File: src/rtl/ahb_apb_pkg.sv
// rtl/ahb_apb_pkg.sv - shared AHB encodings, error FSM states and bridge region defaults
package ahb_apb_pkg;

  typedef enum logic [1:0] {
    HTRANS_IDLE   = 2'b00,
    HTRANS_BUSY   = 2'b01,
    HTRANS_NONSEQ = 2'b10,
    HTRANS_SEQ    = 2'b11
  } htrans_e;

  localparam logic [2:0] HBURST_SINGLE = 3'b000;
  localparam logic [2:0] HBURST_INCR   = 3'b001;
  localparam logic [2:0] HBURST_WRAP4  = 3'b010;
  localparam logic [2:0] HBURST_INCR4  = 3'b011;
  localparam logic [2:0] HBURST_WRAP8  = 3'b100;
  localparam logic [2:0] HBURST_INCR8  = 3'b101;
  localparam logic [2:0] HBURST_WRAP16 = 3'b110;
  localparam logic [2:0] HBURST_INCR16 = 3'b111;

  localparam logic [2:0] HSIZE_BYTE  = 3'b000;
  localparam logic [2:0] HSIZE_HALF  = 3'b001;
  localparam logic [2:0] HSIZE_WORD  = 3'b010;
  localparam logic [2:0] HSIZE_DWORD = 3'b011;

  typedef enum logic [1:0] {
    ERR_OKAY   = 2'b00,
    ERR_FIRST  = 2'b01,
    ERR_SECOND = 2'b10
  } err_state_e;

  localparam logic [31:0] DEF_BASE_ADDR = 32'h8000_0000;
  localparam logic [31:0] DEF_SLV_SIZE  = 32'h0400_0000;

endpackage

File: src/rtl/ahb_addr_decode.sv
// rtl/ahb_addr_decode.sv - peripheral region decode producing valid and one-hot tempselx
module ahb_addr_decode
  import ahb_apb_pkg::*;
#(
  parameter int                ADDR_W    = 32,
  parameter int                NUM_SLV   = 3,
  parameter logic [ADDR_W-1:0] BASE_ADDR = ADDR_W'(DEF_BASE_ADDR),
  parameter logic [ADDR_W-1:0] SLV_SIZE  = ADDR_W'(DEF_SLV_SIZE)
) (
  input  logic               hreadyin,
  input  logic [1:0]         htrans,
  input  logic [ADDR_W-1:0]  haddr,
  output logic               valid,
  output logic [NUM_SLV-1:0] tempselx
);

  // Extra headroom so region bounds past the top of the address space do not wrap.
  localparam int EW = ADDR_W + 16;

  // One comparison window per peripheral; outside every window no select is raised.
  always_comb begin
    logic [EW-1:0] lo;
    logic [EW-1:0] hi;
    lo       = '0;
    hi       = '0;
    tempselx = '0;
    for (int k = 0; k < NUM_SLV; k++) begin
      lo = EW'(BASE_ADDR) + EW'(k) * EW'(SLV_SIZE);
      hi = lo + EW'(SLV_SIZE);
      tempselx[k] = (EW'(haddr) >= lo) && (EW'(haddr) < hi);
    end
  end

  // htrans[1] is set exactly for NONSEQ and SEQ.
  always_comb begin
    valid = hreadyin && htrans[1] && (|tempselx);
  end

endmodule

File: src/rtl/ahb_slave_if.sv
// rtl/ahb_slave_if.sv - AHB slave front end of the AHB-to-APB bridge; AHB_SLV_ERRRESP_EN enables the error response FSM
module ahb_slave_if
  import ahb_apb_pkg::*;
#(
  parameter int                ADDR_W    = 32,
  parameter int                DATA_W    = 32,
  parameter int                NUM_SLV   = 3,
  parameter logic [ADDR_W-1:0] BASE_ADDR = ADDR_W'(DEF_BASE_ADDR),
  parameter logic [ADDR_W-1:0] SLV_SIZE  = ADDR_W'(DEF_SLV_SIZE)
) (
  input  logic               clk,
  input  logic               hresetn,
  input  logic               hwrite,
  input  logic               hreadyin,
  input  logic [1:0]         htrans,
  input  logic [2:0]         hsize,
  input  logic [2:0]         hburst,
  input  logic [ADDR_W-1:0]  haddr,
  input  logic [DATA_W-1:0]  hwdata,
  input  logic               hready_ctrl,
  output logic               valid,
  output logic [ADDR_W-1:0]  haddr1,
  output logic [ADDR_W-1:0]  haddr2,
  output logic [DATA_W-1:0]  hwdata1,
  output logic [DATA_W-1:0]  hwdata2,
  output logic               hwrite_reg,
  output logic               hwrite_reg1,
  output logic [NUM_SLV-1:0] tempselx,
  output logic [3:0]         beat_cnt,
  output logic               hresp,
  output logic               hreadyout
);

  // Size and burst type are forwarded by the master but the beat counter alone tracks bursts here.
  logic unused_ok;
  assign unused_ok = ^{hsize, hburst};

  ahb_addr_decode #(
    .ADDR_W   (ADDR_W),
    .NUM_SLV  (NUM_SLV),
    .BASE_ADDR(BASE_ADDR),
    .SLV_SIZE (SLV_SIZE)
  ) u_decode (
    .hreadyin(hreadyin),
    .htrans  (htrans),
    .haddr   (haddr),
    .valid   (valid),
    .tempselx(tempselx)
  );

  // Two-stage address/data/direction pipeline, frozen while the bus is not ready.
  always_ff @(posedge clk or negedge hresetn) begin
    if (!hresetn) begin
      haddr1      <= '0;
      haddr2      <= '0;
      hwdata1     <= '0;
      hwdata2     <= '0;
      hwrite_reg  <= 1'b0;
      hwrite_reg1 <= 1'b0;
    end else if (hreadyin) begin
      haddr1      <= haddr;
      haddr2      <= haddr1;
      hwdata1     <= hwdata;
      hwdata2     <= hwdata1;
      hwrite_reg  <= hwrite;
      hwrite_reg1 <= hwrite_reg;
    end
  end

  // Burst beat index: restart on an accepted NONSEQ, count accepted SEQ beats, stick at 15.
  always_ff @(posedge clk or negedge hresetn) begin
    if (!hresetn) begin
      beat_cnt <= 4'd0;
    end else if (valid) begin
      if (htrans == HTRANS_NONSEQ) begin
        beat_cnt <= 4'd0;
      end else if (beat_cnt != 4'hF) begin
        beat_cnt <= beat_cnt + 4'd1;
      end
    end
  end

`ifdef AHB_SLV_ERRRESP_EN
  err_state_e err_state;
  logic       err_req;
  logic       err_hold;
  logic       err_ready;

  assign err_req   = hreadyin && htrans[1] && !(|tempselx);
  // err_hold overrides the controller's ready with the FSM's own two-cycle response.
  assign hreadyout = err_hold ? err_ready : hready_ctrl;

  // Two-cycle ERROR response; ERR_SECOND behaves like OKAY for sampling a new bad transfer.
  always_ff @(posedge clk or negedge hresetn) begin
    if (!hresetn) begin
      err_state <= ERR_OKAY;
      hresp     <= 1'b0;
      err_hold  <= 1'b1;
      err_ready <= 1'b1;
    end else begin
      case (err_state)
        ERR_FIRST: begin
          err_state <= ERR_SECOND;
          hresp     <= 1'b1;
          err_hold  <= 1'b1;
          err_ready <= 1'b1;
        end
        default: begin
          if (err_req) begin
            err_state <= ERR_FIRST;
            hresp     <= 1'b1;
            err_hold  <= 1'b1;
            err_ready <= 1'b0;
          end else begin
            err_state <= ERR_OKAY;
            hresp     <= 1'b0;
            err_hold  <= 1'b0;
            err_ready <= 1'b1;
          end
        end
      endcase
    end
  end
`else
  // Out-of-range transfers are dropped silently; the controller alone paces the bus.
  assign hresp     = 1'b0;
  assign hreadyout = hready_ctrl;
`endif

endmodule

File: config.mk
export PLATFORM = sky130hd
export DESIGN_NAME = ahb_slave_if
export DESIGN_NICKNAME = d
export VERILOG_FILES = /design/src/rtl/ahb_apb_pkg.sv /design/src/rtl/ahb_addr_decode.sv /design/src/rtl/ahb_slave_if.sv
export SDC_FILE = /design/constraint.sdc
export NUM_CORES = 1
export LEC_CHECK = 0
export CORE_UTILIZATION = 46
export CTS_CLUSTER_SIZE = 28
export DETAILED_ROUTE_END_ITERATION = 10
export PLACE_DENSITY = 0.86
export SYNTH_ARGS = -nofsm -noshare
export SYNTH_HDL_FRONTEND = slang
export SYNTH_SLANG_ARGS = --single-unit
export TNS_END_PERCENT = 20
File: constraint.sdc
create_clock -name clk -period 3.7 [get_ports clk]
set_input_delay 1.11 -clock clk [delete_from_list [all_inputs] [get_ports clk]]
set_output_delay 1.11 -clock clk [all_outputs]
set_load 0.01 [all_outputs]
==> flow_summary.ini <==
[detailed_routing]
routedWlPerCell_um = 17.3
ant_nets = 0
totalWireLength_mm = 11.8
drcViolationCount = 0
vias_per_cell = 4.97
num_vias = 3396
drt_iter0_markers = 109
drt-pass1-iter-count = 5

[floorplan]
dieArea_mm2 = 0.0116
die-width_um = 108
ios = 217
fp-row-count = 38
die_h_um = 108
coreArea_mm2 = 0.0109
start_util_pct = 47.2

[clock_tree]
cts.htree.levels = 4
numClockSinks = 134
clkTransAtPathRegs_ns = 0.05
clkLatencyLatePin_ns = 0.52
numCtsBuffers = 17
ctsRootBufferMaster = clkbuf_8
post-cts-setup-buffers = 0
cts.path.max_buffers = 2
cts_tree = done

[synthesis]
synth_top_area_cell = dfrtp_1
syn_inst = 309
syn_area_mm2 = 0.00514
synth_area_leaders = dfrtp_1, mux2_2, buf_4
ys_seq_area_share_pct = 65.2
yosys_warnings = 0
synth_cell_types = 24
synth_nets = 387
avgSynthCellArea_um2 = 16.6
ys_ff_latch = 134
synth_top_area_share_pct = 65.2

[timing]
period_needed_ns = 3.65
tightestPinTransition_ns = 0.961
relSlewSlack_pct = 36.0
clock-skew-final_ns = 0.00907
min_period_over_period_pct = 98.7
setup_ws_ns = 0.0463
worst_hold_slack_ns = 0.504
rsz0062_at_grt = false
max_freq_mhz = 274
hold_viol_final = 0
setup_viol = 0
slew_viol_final = 0

[global_route]
antenna_found_initial = 0
grt_first_pass_wirelength_mm = 18.6
grt_max_degree = 77
grt_pass1_vias = 3654
grt_overflow = 0
track_usage_pct = 21.5

[final_layout]
multi_input_comb_area_mm2 = 0.00168
fill_cells = 750
num-nets-final = 608
post-route-util_pct = 73.2
syn2layout_area_growth_pct = 55.1
drive_above_1_share_pct = 33.5
final_cells = 683
n_antenna_cell = 0
seq_area_mm2 = 0.00335

[placed_design]
io_buffer_count = 207
place_ws_ns = -0.333
dp_hpwl_mm = 8.12
dp.cells = 651
gp_congestion = 0.839

[setup_path]
slowest_stage = or4b_4
crit_path_max_fanout = 3
path_cells = clkdlybuf4s50_1 -> or4b_4 -> nor3b_2 -> clkdlybuf4s15_2
cp.buffers_inverters = 2
worst_path_largest_cell_delay_ns = 0.57
endpoint_kind = output port
cp.required_ns = 2.59
criticalPathCategory = primary input to output port
cp_top_family = simple AND/OR/NAND/NOR gates
crit_arrival_ns = 2.54
start_kind = primary input

[min_path]
hp-class = flop to flop

[power_and_ir_drop]
p_leak_nw = 3.35
ir_worst_vdd_uv = 356
power_density_mw_per_mm2 = 535

[flow_run]
cap_violations = 0

[outcome]
status = completed
[through the flow]
stage / power [mW] / setup TNS [ns] / area, um2
6_report: 4.27 / 0 / 7970
3_5_place_dp: 2.64 / -0.969 / 7370
3_3_place_gp: 2.60 / -0.893 / 7370
5_1_grt: 4.45 / 0 / 7970
2_1_floorplan: 2.09 / 0 / 5140
4_1_cts: 4.31 / -0.159 / 7970
[final cells by class]
| class | count | area share, % |
|---|---|---|
| Clock inverter | 12 | 1.93 |
| Sequential cell | 134 | 42.1 |
| Clock buffer | 20 | 5.46 |
| Multi-Input combinational cell | 157 | 21.1 |
| Timing Repair Buffer | 219 | 27.2 |
| Tap cell | 140 | 2.20 |
| Inverter | 1 | 0.0471 |
[worst reg2reg max path, delay by kind of cell (launching register included)]
family                     cells  cell delay, ns
DFF                            1            0.43
muxes                          1            0.32
and+or+nand+nor                1            0.11
adders and majority gates      1            0.24
AOI/OAI and AO/OA              1            0.26
[path summary, 6_finish.rpt]
check	startpoint	end	slack (ns)	depth (start not counted)
hold / removal	hwdata2[4]$_DFFE_PN0P_	hwdata2[4]$_DFFE_PN0P_	0.50	1
max in group asynchronous	hresetn	hwdata1[1]$_DFFE_PN0P_	2.32	2
hold reg to reg	hwdata2[4]$_DFFE_PN0P_	hwdata2[4]$_DFFE_PN0P_	0.50	1
setup / recovery	haddr[30]	tempselx[1]	0.05	4
setup reg to reg	beat_cnt[0]$_DFFE_PN0P_	beat_cnt[0]$_DFFE_PN0P_	2.22	4
min in group asynchronous	hresetn	hwdata2[22]$_DFFE_PN0P_	0.59	1
[layer usage]
| metal | GRT usage [%] | part of all wire [%] | wire, um |
|---|---|---|---|
| met5 | 0 | 0 | 0 |
| met4 | 8.90 | 2.2 | 259 |
| met3 | 8.96 | 8.5 | 1010 |
| met2 | 35.3 | 50 | 5910 |
| met1 | 24.6 | 39 | 4640 |
[cell families (layout without fill, tap and decap cells)]
family | after synthesis | after routing | share of synthesized area [%]
flip-flops | 134 | 134 | 65.2
AO/OA/AOI/OAI | 7 | 7 | 1.02
AND/OR/NAND/NOR | 16 | 16 | 2.19
adder cells (fa/ha/maj) | 1 | 1 | 0.243
multiplexers | 132 | 132 | 29.0
other | 1 | 1 | 0.0729
buffers and inverters | 18 | 252 | 2.29
[synthesized netlist by cell type]
cell type / number
dfrtp_1: 134
mux2_2: 130
buf_4: 12
buf_2: 4
nand2_1: 3
a21oi_1: 2
a41oi_1: 2
and3_1: 2
nand3_1: 2
nor2b_1: 2
nor3b_1: 2
o21ai_0: 2
and2_1: 1
clkbuf_1: 1
conb_1: 1
ha_1: 1
inv_1: 1
mux2_4: 1
mux2i_1: 1
nand2b_1: 1
nor3_1: 1
nor4b_4: 1
o2111ai_2: 1
or4b_1: 1
[report_power, final]
group	internal [mW]	leakage (nW)	switching [mW]	total (mW)
Clock	1.04	0.281	0.612	1.65
Combinational	0.535	1.49	0.307	0.842
Sequential	1.65	1.57	0.119	1.77
Total	3.23	3.35	1.04	4.27
[cells in the final DEF, fill, tap and decap left out, drive strengths merged]
cell type      synthesis  final
nand2b                 1      1
clkdlybuf4s15          0      1
and3                   2      2
dlymetal6s2s           0      1
nand2                  3      3
inv                    1      1
and2                   1      1
nor3                   1      1
nor4b                  1      1
bufinv                 0      3
buf                   16     14
nor2b                  2      2
clkinv                 0      6
or4b                   1      1
ha                     1      1
nand3                  2      2
a41oi                  2      2
clkbuf                 1     21
clkdlybuf4s50          0    201
mux2i                  1      1
nor3b                  2      2
conb                   1      1
dlygate4sd2            0      1
o2111ai                1      1
dfrtp                134    134
a21oi                  2      2
clkinvlp               0      3
o21ai                  2      2
mux2                 131    131
[repair_timing]
action	CTS	global route
setup endpoints to repair	4	4
gates resized for setup	7	4
gates cloned	0	0
hold buffers	0	0
Note: power is estimated with default switching activity, not from simulation.
